[config.mk]
export PLATFORM = sky130hd
export DESIGN_NAME = instr_fetch_unit
export DESIGN_NICKNAME = d
export VERILOG_FILES = /design/src/rtl/riscv_fetch_pkg.sv /design/src/rtl/instr_fetch_unit.sv
export SDC_FILE = /design/constraint.sdc
export NUM_CORES = 1
export LEC_CHECK = 0
export CORE_ASPECT_RATIO = 0.5
export CORE_MARGIN = 3
export CORE_UTILIZATION = 46
export DETAILED_ROUTE_END_ITERATION = 8
export PLACE_DENSITY_LB_ADDON = 0.3
export SYNTH_ARGS = -nofsm -noshare
export SYNTH_HDL_FRONTEND = slang
export SYNTH_SLANG_ARGS = --single-unit
export TNS_END_PERCENT = 50
[constraint.sdc]
create_clock -name clk -period 2.9 [get_ports clk]
set_input_delay 0.725 -clock clk [delete_from_list [all_inputs] [get_ports clk]]
set_output_delay 0.725 -clock clk [all_outputs]
set_load 0.05 [all_outputs]
[src/rtl/riscv_fetch_pkg.sv]
// Shared types and constants for the instruction fetch stage.
package riscv_fetch_pkg;

   typedef enum logic {
      RUN  = 1'b0,
      HALT = 1'b1
   } fetch_state_e;

   typedef enum logic [1:0] {
      FLT_NONE     = 2'd0,
      FLT_MISALIGN = 2'd1,
      FLT_OOR      = 2'd2
   } fetch_fault_e;

   localparam logic [31:0] INSTR_NOP = 32'h0000_0013;
   localparam logic [31:0] PC_STEP   = 32'd4;

endpackage

[src/rtl/instr_fetch_unit.sv]
// Instruction fetch: owns the PC, drives the ROM address, registers the
// returned word into a fetch packet for the decoder, applies redirects and
// halts on misaligned or out-of-range fetch addresses.
module instr_fetch_unit
   import riscv_fetch_pkg::*;
#(
   parameter logic [31:0] RESET_PC   = 32'h0000_0000,
   parameter int unsigned IMEM_WORDS = 129
) (
   input  logic        clk,
   input  logic        reset,
   output logic [31:0] instr_rAddr,
   input  logic [31:0] instr_code,
   input  logic        redirect_valid,
   input  logic [31:0] redirect_target,
   output logic        dec_valid,
   input  logic        dec_ready,
   output logic [31:0] dec_pc,
   output logic [31:0] dec_pc_plus4,
   output logic [31:0] dec_instr,
   output logic        fault,
   output logic [1:0]  fault_cause,
   output logic [31:0] fault_pc,
   output logic [31:0] fetch_cnt
);

   // First byte address past the end of the ROM.
   localparam logic [31:0] PC_LIMIT = 32'(IMEM_WORDS * 4);

   fetch_state_e state_q, state_d;
   fetch_fault_e cause_q, cause_d;
   logic [31:0]  pc_q, pc_d;
   logic         valid_q, valid_d;
   logic [31:0]  dpc_q, dpc_d;
   logic [31:0]  dpc4_q, dpc4_d;
   logic [31:0]  dinstr_q, dinstr_d;
   logic         fault_q, fault_d;
   logic [31:0]  fpc_q, fpc_d;
   logic [31:0]  cnt_q, cnt_d;

   logic take;
   logic oor;
   logic hs;

   assign take = !valid_q || dec_ready;
   assign oor  = (pc_q >= PC_LIMIT);
   assign hs   = valid_q && dec_ready;

   // Next-state selection: redirect beats fetch, fetch beats stall.
   always_comb begin
      state_d  = state_q;
      cause_d  = cause_q;
      pc_d     = pc_q;
      valid_d  = valid_q;
      dpc_d    = dpc_q;
      dpc4_d   = dpc4_q;
      dinstr_d = dinstr_q;
      fault_d  = fault_q;
      fpc_d    = fpc_q;
      cnt_d    = cnt_q + {31'd0, hs};

      case (state_q)
         RUN: begin
            if (redirect_valid && (redirect_target[1:0] != 2'b00)) begin
               valid_d = 1'b0;
               fault_d = 1'b1;
               cause_d = FLT_MISALIGN;
               fpc_d   = redirect_target;
               state_d = HALT;
            end else if (redirect_valid) begin
               // Flush the held packet; the word read this cycle is dropped.
               valid_d = 1'b0;
               pc_d    = redirect_target;
            end else if (take && oor) begin
               valid_d = 1'b0;
               fault_d = 1'b1;
               cause_d = FLT_OOR;
               fpc_d   = pc_q;
               state_d = HALT;
            end else if (take) begin
               valid_d  = 1'b1;
               dpc_d    = pc_q;
               dpc4_d   = pc_q + PC_STEP;
               dinstr_d = instr_code;
               pc_d     = pc_q + PC_STEP;
            end
         end
         HALT: begin
            // Only drain the last packet; no new fetches, redirects ignored.
            if (hs) valid_d = 1'b0;
         end
         default: begin
            state_d = HALT;
         end
      endcase
   end

   // State register: synchronous reset overrides all other inputs.
   always_ff @(posedge clk) begin
      if (reset) begin
         state_q  <= RUN;
         cause_q  <= FLT_NONE;
         pc_q     <= RESET_PC;
         valid_q  <= 1'b0;
         dpc_q    <= '0;
         dpc4_q   <= '0;
         dinstr_q <= INSTR_NOP;
         fault_q  <= 1'b0;
         fpc_q    <= '0;
         cnt_q    <= '0;
      end else begin
         state_q  <= state_d;
         cause_q  <= cause_d;
         pc_q     <= pc_d;
         valid_q  <= valid_d;
         dpc_q    <= dpc_d;
         dpc4_q   <= dpc4_d;
         dinstr_q <= dinstr_d;
         fault_q  <= fault_d;
         fpc_q    <= fpc_d;
         cnt_q    <= cnt_d;
      end
   end

   assign instr_rAddr  = pc_q;
   assign dec_valid    = valid_q;
   assign dec_pc       = dpc_q;
   assign dec_pc_plus4 = dpc4_q;
   assign dec_instr    = dinstr_q;
   assign fault        = fault_q;
   assign fault_cause  = cause_q;
   assign fault_pc     = fpc_q;
   assign fetch_cnt    = cnt_q;

endmodule

Yosys cells after proc, flatten, opt, wreduce, memory -nomap -nowiden
Index checks and enable logic that the tools add are counted.
Word-level totals
  flip-flop bits (word level): 197
  input bits: 68
  word-level logic and storage cells: 55
Operators by class
  add/sub/neg operators: 2
  magnitude comparators: 1
  equality and inequality tests: 4
  mux-type cells: 22
  bitwise gates (word level): 4
  reduce and logical (&&, ||, !) cells: 12
Operators by type and width (count)
  $mux W32: 6
  $add A32 B1 Y32: 1
  $add A32 B3 Y32 const B: 1
  $ge A32 B10 Y1 const B: 1
  $mux W1: 12
  $mux W2: 3
  $reduce_bool A2 Y1: 3
  $ne A5 B5 Y1 const B: 1
  $reduce_and A5 Y1: 1
  $ne A2 B1 Y1 const B: 2
  $not A1 Y1: 4
  $reduce_and A4 Y1: 1
  $logic_and A1 B1 Y1: 3
  $reduce_and A3 Y1: 1
  $ne A2 B2 Y1 const B: 1
  $pmux W1 S2: 1
  $reduce_and A2 Y1: 1
  $logic_not A1 Y1: 1
  $logic_or A1 B1 Y1: 1

Logic depth before layout (Yosys ltp)
  word-level depth: 7
  depth in mapped cells: 10

Worst setup path before layout
OpenSTA, ideal clock, no wires.
  kind: reg-to-reg
  start point: register pc_q[3], in the netlist instr_rAddr[3]
  end point: register dpc_q[10], in the netlist dec_pc[10]
  library setup time: 0.115 ns
  arrival time: 2.278 ns
  setup slack: 0.507 ns
  stages on the path, launching flop included: 10
  buffers on the path: 2
  cell sequence: dfxtp_1 > inv_1 > ha_1 > and4bb_2 > a211oi_4 > and4_1 > buf_2 > nor2_1 > clkbuf_1 > and2_1
On the way
  longest elaborated chain between the ends: 4
RTL lines
  start, declared: line instr_fetch_unit.sv:32  | logic [31:0] pc_q, pc_d;
  start signal, assigned: line instr_fetch_unit.sv:114  | pc_q <= pc_d;
  $ge A32 B10 Y1: line instr_fetch_unit.sv:46  | assign oor = (pc_q >= PC_LIMIT);
  $logic_and A1 B1 Y1: line instr_fetch_unit.sv:74  | end else if (take && oor) begin
  $not A1 Y1 (no source line)
  $reduce_and A5 Y1 (no source line)
  end signal, assigned: line instr_fetch_unit.sv:116  | dpc_q <= dpc_d;
  end, declared: line instr_fetch_unit.sv:34  | logic [31:0] dpc_q, dpc_d;
Every way passes these cells.
A chain may end at the register's enable or synchronous reset.

Final worst setup path
  start point: register pc_q[8], in the netlist instr_rAddr[8]
  end point: output port instr_rAddr[8]
RTL lines
  end, declared: line instr_fetch_unit.sv:12  | output logic [31:0] instr_rAddr,
No word-level cell between the ends.

==> out/metrics.yaml <==
status: "finished clean"
setup_violations: 0
dp_worst_setup_slack_ps: 54.3
area_growth_pct: 44.0
wl_mm: 22.6
nNetsFinal: 1210
slew_violations: 0
synth_area_um2: 7730
setup_tns_ps: 0
fin_util_pct: 70.0
skew_ps: 16.6
synth_top_cells_by_count: "dfxtp_1, nand2_1, nor2_1"
synth_area_leader_cell: "dfxtp_1"
synthAdderAreaFrac_pct: 0.810
start_util_pct: 48.6
synth-edff-count: 0
cp-start-kind: "register"
synth_compound_area_share_pct: 14.9
worst_slack_ps: 275
cts.clk_slew.worst_paths_ps: 70
grt_overflow: 0
routed_via_density: 5.39
first_pass_iters: 5
grtUsageTotal_pct: 24.1
comb_power_share_pct: 23.0
cpMaxStageDelayCell: "clkdlybuf4s50_1"
critical_path.top_delay_family: "buffers and inverters"
hp-class: "reg -> reg"
swShare_pct: 32.5
cts_made_buffers: 17
critical_path_peak_fanout: 11
final_layout_size_suffix_gt1_share_pct: 6.09
htree_levels: 4
slew_headroom_pct: 60.7
ys.flop_type: "dfxtp_1"
detailed_place_hpwl_mm: 15.8
wl_per_cell_um: 16.5
gp_congestion: 0.825
synth.top_cell.area_share_pct: 50.5
yosys.area_share.xor_xnor_pct: 3.85
yosys_warnings: 0
via_count: 7380
ios: 264
peakVddDrop_mv: 0.471
power_density_nw_per_um2: 604
die_y_um: 97.7
place.port_buffers: 263
crit_type: "reg -> out"
ant_nets: 0
fin_cells: 1370
netlist_instances: 900
insertedDiodeCount: 0
clock-sinks: 195
drc: 0
synth_area_leaders: "dfxtp_1, nand2_1, nor2_1"
synth_top_family_by_area: "simple AND/OR/NAND/NOR gates"
cts_root_buf: "clkbuf_16"
hold_viol: 0
synth.avg_cell_area_um2: 8.59
cts_setup_buffers: 0
cts_max_path_buffers: 2
nFillCells: 1237
first_global_vias: 7285
holdBufCountCts: 0
clock_latency_ps: 430
p_sw_uw: 2180
clock_power_share_pct: 33.3
max_slew.worst_pin.slew_ps: 589
period_needed_ps: 2630
ys_async_sr_fraction_pct: 0
grt_setup_unrepaired: "false"
dieArea_um2: 18500
crit_buf_inv: 1
grt_max_degree: 66
seqPwrFrac_pct: 43.7
post_cts_resize_count: 0
required_ps: 2170
core_um2: 15900
drt_iter0_markers: 522
die_x_um: 189
cap_violations: 0
max_stage_delay_ps: 890
ys_seq_elements: 195
placedCellCount: 1339
leakage_uw: 0.00390
clock.fmax_mhz: 381
endpoint_kind: "output pin"
cts_tree: "yes"
num_rows: 32
fin_crit_sh_pct: 90.5
ys_types: 54
synth_most_common_cell: "dfxtp_1"
internal_power_uw: 4540
syn-num-nets: 973
synth.yosys.seq_area_share_pct: 50.5
worst-endpoint-arrival_ps: 1900
grt_antenna_before_repair: 0
muxShareOfSynthArea_pct: 0.130
path_cells: "clkdlybuf4s50_1"
grt_pass1_wl_mm: 36.9
yosys.area_share.simple_pct: 25.2
==> power by group through the flow <==
stage | registers (uW) | logic (uW) | clock network [uW]
floorplan | 3480 | 503 | 0
global placement | 3000 | 1520 | 0
detailed placement | 3000 | 1540 | 0
CTS | 2940 | 1550 | 2280
global route | 2960 | 1650 | 2370
finish | 2940 | 1550 | 2240
==> worst min-delay path, cell delays in order, from the launching register on <==
cell	delay, ps
dfxtp_1	300
nand2_1	50
a21oi_1	50
==> kinds of logic after synthesis <==
logic type / after synthesis
adder cells (fa/ha/maj): 5
AND/OR/NAND/NOR: 418
buffers and inverters: 77
XOR/XNOR: 34
AO/OA/AOI/OAI: 170
multiplexers: 1
flip-flops: 195
==> per-layer routing <==
metal	vias up	GRT usage, %	routed length, um
met4	0	7.21	361
met1	3491	29.9	9580
met5	-	0	0
met2	294	40.2	10700
met3	32	7.60	1900
li1	3563	-	-
==> sequential cells by signal, summed over array words and instances, names as in the netlist <==
| register | flops |
|---|---|
| fault_pc | 32 |
| fetch_cnt | 32 |
| fault | 1 |
| dec_valid | 1 |
| dec_instr | 32 |
| dec_pc | 32 |
| fault_cause | 2 |
| state_q | 1 |
| dec_pc_plus4 | 30 |
| instr_rAddr | 32 |
==> final cells by class <==
type / instances / area, um2 / area share, %
Multi-Input combinational cell: 628 / 3500 / 31.5
Clock buffer: 20 / 467 / 4.19
Inverter: 7 / 26.3 / 0.236
Timing Repair Buffer: 288 / 2860 / 25.7
Tap cell: 221 / 277 / 2.48
Clock inverter: 11 / 92.6 / 0.832
Sequential cell: 195 / 3900 / 35.1
==> per-stage QoR <==
stage	instance area (um2)	total power, uW	hold slack (ps)
6_report	11100	6730	454
5_1_grt	11100	6980	473
4_1_cts	11100	6770	457
3_5_place_dp	10600	4550	444
3_3_place_gp	10600	4520	441
2_1_floorplan	7730	3990	657
==> worst paths after layout <==
path | startpoint | end | slack (ps) | cells after the start
worst max-delay path | instr_rAddr[8] | instr_rAddr[8] | 270 | 1
worst min-delay path | dec_instr[7] | dec_instr[7] | 450 | 2
worst max register to register | instr_rAddr[3] | instr_rAddr[23] | 530 | 8
worst min register to register | dec_instr[7] | dec_instr[7] | 450 | 2
==> cells in the final DEF (no fill, tap or decap), types with 3 or more instances in the layout <==
| master | n |
|---|---|
| a21oi_1 | 67 |
| and2_1 | 48 |
| buf_4 | 22 |
| a311oi_1 | 31 |
| clkbuf_16 | 17 |
| xor2_1 | 20 |
| and4_1 | 4 |
| clkdlybuf4s50_1 | 261 |
| xnor2_1 | 14 |
| inv_1 | 7 |
| inv_6 | 5 |
| buf_12 | 4 |
| a211oi_1 | 10 |
| and3b_1 | 3 |
| nand3_1 | 28 |
| nor4_1 | 10 |
| nor3_1 | 6 |
| nand2_1 | 180 |
| a32oi_1 | 11 |
| ha_1 | 5 |
| or3_1 | 5 |
| nand2b_1 | 8 |
| clkbuf_8 | 3 |
| dfxtp_1 | 195 |
| nor2b_1 | 3 |
| nor2_1 | 89 |
| nand3b_1 | 3 |
| and3_1 | 3 |
| o21ai_0 | 21 |
| nand4_1 | 15 |
| o31ai_1 | 10 |
(Power assumes the default switching activity.)
==> edit 1 (config.mk and constraints unchanged) <==
The parameter `IMEM_WORDS` goes from 129 to 64.
--- a/src/rtl/instr_fetch_unit.sv
+++ b/src/rtl/instr_fetch_unit.sv
@@ -5,7 +5,7 @@
    import riscv_fetch_pkg::*;
 #(
    parameter logic [31:0] RESET_PC   = 32'h0000_0000,
-   parameter int unsigned IMEM_WORDS = 129
+   parameter int unsigned IMEM_WORDS = 64
 ) (
    input  logic        clk,
    input  logic        reset,
Check against the original RTL: not equivalent (Yosys sat finds a counterexample within 4 cycles, from zero or initial values and one cycle with reset high).
==> edit 1 against the unedited design <==
Fmax is 2.5% lower; wire length is 2.5% higher; synthesized area is 2.9% lower; sequential cell count stayed put; setup slack worse by 67 ps; final area is 1.2% lower; cell count is 4.5% lower; power is 6.9% higher; global-route usage is 0.68 points higher; largest cell class unchanged.
==> edit 1: results <==
[cells_and_area]
nets = 1146
fin_cells = 1308
layout-drive-gt1-share_pct = 7.36
fillCellCount = 1257
diodes = 0

[worst_setup_path]
reg2reg_from = "instr_rAddr[31]"
cp_slowest_stage_delay_ps = 930
worstPathMaxFanout = 11
reg2reg_slack_ps = 250
r2r_cells = 6
reg2reg_to = "instr_rAddr[5]"
cp_slowest_cell = "clkdlybuf4s50_1"
crit_family = "buffers and inverters"
crit_arrival_ps = 1970

[pwr]
p_switching_mw = 2.55
p_leak_nw = 4.25
worst_ir_drop_vdd_v = 0.000388

[worst_hold_path]
hold_start = "dec_instr[15]"
hold_depth = 2
holdCritPathClass = "flip-flop to flip-flop"
hold_end = "dec_instr[15]"

[logic_synthesis]
synth_area_leaders = "dfxtp_1 52%, and3_1 7.3%, nand2_1 6.4%"
synth_ff_type = "dfxtp_1"
netlist-cell-type-count = 52
yosysSeqAreaShare_pct = 52.0
syn_area_per_cell_um2 = 9.12
synth_common_cells = "195 x dfxtp_1, 127 x nand2_1, 87 x and3_1"
syn-num-nets = 895

[placed_design]
place_hpwl_mm = 15.7
gp_congestion = 0.793
place_ws_ps = -116

[drt]
drt_iter0_markers = 638
via_per_inst = 5.57
wire_per_inst_um = 17.7

[run_status]
status = "completed"

[clock_tree]
postCtsSetupRepairBufs = 0
clk_latency_ps = 430
cts_buffers = 17
clkTransAtPathRegs_ps = 70
htree_levels = 4
clockBufferDepth = 2

[global_route]
grt_max_degree = 100
grt_pass1_vias = 6902
antenna_found_initial = 0
track_usage_pct = 24.8
grt_pass1_wl_mm = 36.1

[sta]
whs_ps = 455
tightest_slew_ps = 749
fin_skew_ps = 8.66
[edit 1: cell types whose count changed in the layout (fill, tap and decap cells not counted), sizes merged, moves of 7 or more]
cell,unedited run,this run
a22o,1,9
xor2,20,13
o21ai,22,15
nor3,7,18
buf,27,35
a221o,0,30
a311oi,32,1
a32oi,11,0
nor2,91,43
and2,48,3
o211ai,0,10
and3,3,87
nand2,180,128
[edit 1: how the worst max path moves through the flow]
stage / startpoint / end / slack (ps) / depth (start not counted)
after floorplan: dec_ready / fetch_cnt[28] / 530 / 9
after global placement: dec_ready / fault_pc[13] / -90 / 6
after detailed placement: dec_ready / fault_pc[2] / -120 / 6
after CTS: instr_rAddr[31] / fault_pc[2] / 60 / 5
after global routing: instr_rAddr[7] / instr_rAddr[7] / 180 / 1
final: instr_rAddr[7] / instr_rAddr[7] / 210 / 1
[edit 1: layer usage]
layer	global-route usage, %	part of all wire (%)
met1	30.4	42
met3	7.53	8.8
met4	7.67	2.1
met2	42.6	48
met5	0	0
[edit 1: power by group through the flow]
stage / Sequential [mW] / Clock (mW) / Combinational [mW]
6_report: 2.99 / 2.30 / 1.90
5_1_grt: 3.01 / 2.44 / 2.01
3_5_place_dp: 3.05 / 0 / 1.88
3_3_place_gp: 3.04 / 0 / 1.85
4_1_cts: 2.99 / 2.34 / 1.89
2_1_floorplan: 3.64 / 0 / 0.613
[edit 1: what timing repair did]
item | 4_1_cts | 5_1_grt
endpoints found under the setup margin | 0 | 30
hold buffers | 0 | 0
gates resized for setup | 0 | 1
[edit 1: kinds of logic after synthesis]
| kind of cell | after synthesis | share of synthesized area [%] |
|---|---|---|
| AND/OR/NAND/NOR | 352 | 23.5 |
| flip-flops | 195 | 52.0 |
| AO/OA/AOI/OAI | 168 | 15.8 |
| buffers and inverters | 73 | 4.37 |
| XOR/XNOR | 30 | 3.50 |
| adder cells (fa/ha/maj) | 4 | 0.667 |
| multiplexers | 1 | 0.133 |
[edit 1: final cells by class]
class,count,share of cell area (%)
repair buffers,296,26.5
well taps,221,2.52
flip-flops and latches,195,35.5
inverters,8,0.273
multi-input cells,556,30.1
clock buffers,17,3.87
clock inverters,15,1.30
[edit 1: metrics by stage]
step	area [um2]	power [mW]	utilization, %
floorplan	7500	4.25	-
global placement	10400	4.90	66.3
detailed placement	10400	4.93	66.3
CTS	11000	7.22	69.9
global route	11000	7.47	70.0
finish	11000	7.19	70.0
==> edit 2 (same settings) <==
Made on the original files. Make the reset (`reset`) asynchronous in one clocked block. Comments in the files are not updated.
--- a/src/rtl/instr_fetch_unit.sv
+++ b/src/rtl/instr_fetch_unit.sv
@@ -96,7 +96,7 @@
    end
 
    // State register: synchronous reset overrides all other inputs.
-   always_ff @(posedge clk) begin
+   always_ff @(posedge clk or posedge reset) begin
       if (reset) begin
          state_q  <= RUN;
          cause_q  <= FLT_NONE;
Function: not settled (the Yosys comparison gave no result); the edit may change what the design does.
==> edit 2 against the unedited design <==
Wire length shrank 3.7%; count of clock-buffer cells in the layout is the same; sequential cell count is the same; cell count shrank 14%; setup slack lost 180 ps; sequential share of layout area grew 6.1 points; core utilization grew 0.17 points; final area grew 6.5%; non-clock buffer count grew 10; synthesized area grew 5.9%.
Power is not compared: it rests on default switching activity, and its combinational part moved more than twofold at a synthesized area within 25%.
==> edit 2: results <==
[cells_and_area]
nets = 1017
layout-drive-gt1-share_pct = 18.9
fin_cells = 1184
fillCellCount = 1217
seqCellArea_um2 = 4880

[global_route]
track_usage_pct = 22.3
grt_max_degree = 90
grt_pass1_vias = 6377

[sta]
tightest_slew_ps = 571
fin_skew_ps = 15.1
setup_ws_ps = 98.8
slew_headroom_pct = 61.8

[logic_synthesis]
netlist-cell-type-count = 45
ys_async_sr_fraction_pct = 100
syn_inst = 661
yosysSeqAreaShare_pct = 59.7
synth_area_leaders = "dfrtp_1 59%, mux2_2 14%, nor2b_1 3.5%"
synth_common_cells = "192 x dfrtp_1, 103 x mux2_2, 46 x nor2b_1"
syn-num-nets = 734

[drt]
drt_iter0_markers = 351
dr.pass1.iters = 4
vias = 6138

[run_status]
status = "completed"

[placed_design]
place_ws_ps = 38.2
gp_congestion = 0.882
place_hpwl_mm = 15.9
placed_area_um2 = 11300

[worst_setup_path]
crit_arrival_ps = 3100
reg2reg_to = "fault_pc[15]"
reg2reg_from = "instr_rAddr[2]"
cp_slowest_stage_delay_ps = 490

[worst_hold_path]
hold_depth = 1
hold_start = "fault"
## edit 2: worst max path at each step
stage                     depth (start not counted)      startpoint       endpoint
after detailed placement                          7  instr_rAddr[2]  dec_instr[15]
final                                             8  instr_rAddr[2]   fault_pc[15]
after CTS                                         7  instr_rAddr[2]   dec_instr[7]
after global placement                            7  instr_rAddr[2]  dec_instr[13]
after global routing                              8  instr_rAddr[2]   fault_pc[15]
after floorplan                                   1           reset  dec_instr[10]
## edit 2: routing by layer
layer  GRT usage (%)  up-vias  part of all wire [%]
li1                -     2867                     -
met1            29.4     3076                    43
met2            38.5      183                    50
met3            5.53       12                   6.1
met4            3.86        0                  0.65
met5               0        -                     0
## edit 2: worst register-to-register path: cells and delay by family (launching register included)
family / cells / cell delay, ps
AO/OA/AOI/OAI: 3 / 1090
adder cells (fa/ha/maj): 1 / 150
buffers and inverters: 2 / 300
flip-flops: 1 / 390
multiplexers: 1 / 320
AND/OR/NAND/NOR: 1 / 430
## edit 2: final cells by class
type	instances	area share [%]
Clock buffer	20	3.94
Clock inverter	12	0.929
Inverter	15	0.507
Multi-Input combinational cell	417	26.1
Sequential cell	195	41.2
Tap cell	227	2.40
Timing Repair Buffer	298	25.0
## edit 2: power by group through the flow
stage               combinational [mW]  sequential (mW)  clock (mW)
floorplan                        0.105             2.86           0
global placement                 0.341             2.80           0
detailed placement               0.344             2.80           0
CTS                              0.345             2.74        2.35
global route                     0.365             2.74        2.50
finish                           0.340             2.74        2.31
## edit 2: logic make-up (layout without fill, tap and decap cells)
group / after synthesis / in the layout / share of synthesized area [%]
mux: 104 / 104 / 14.3
buf+inv: 49 / 345 / 2.80
simple gates: 205 / 205 / 13.4
fa+ha+maj: 5 / 5 / 0.764
compound gates: 67 / 67 / 5.26
xor+xnor: 36 / 36 / 3.85
flops: 195 / 195 / 59.7
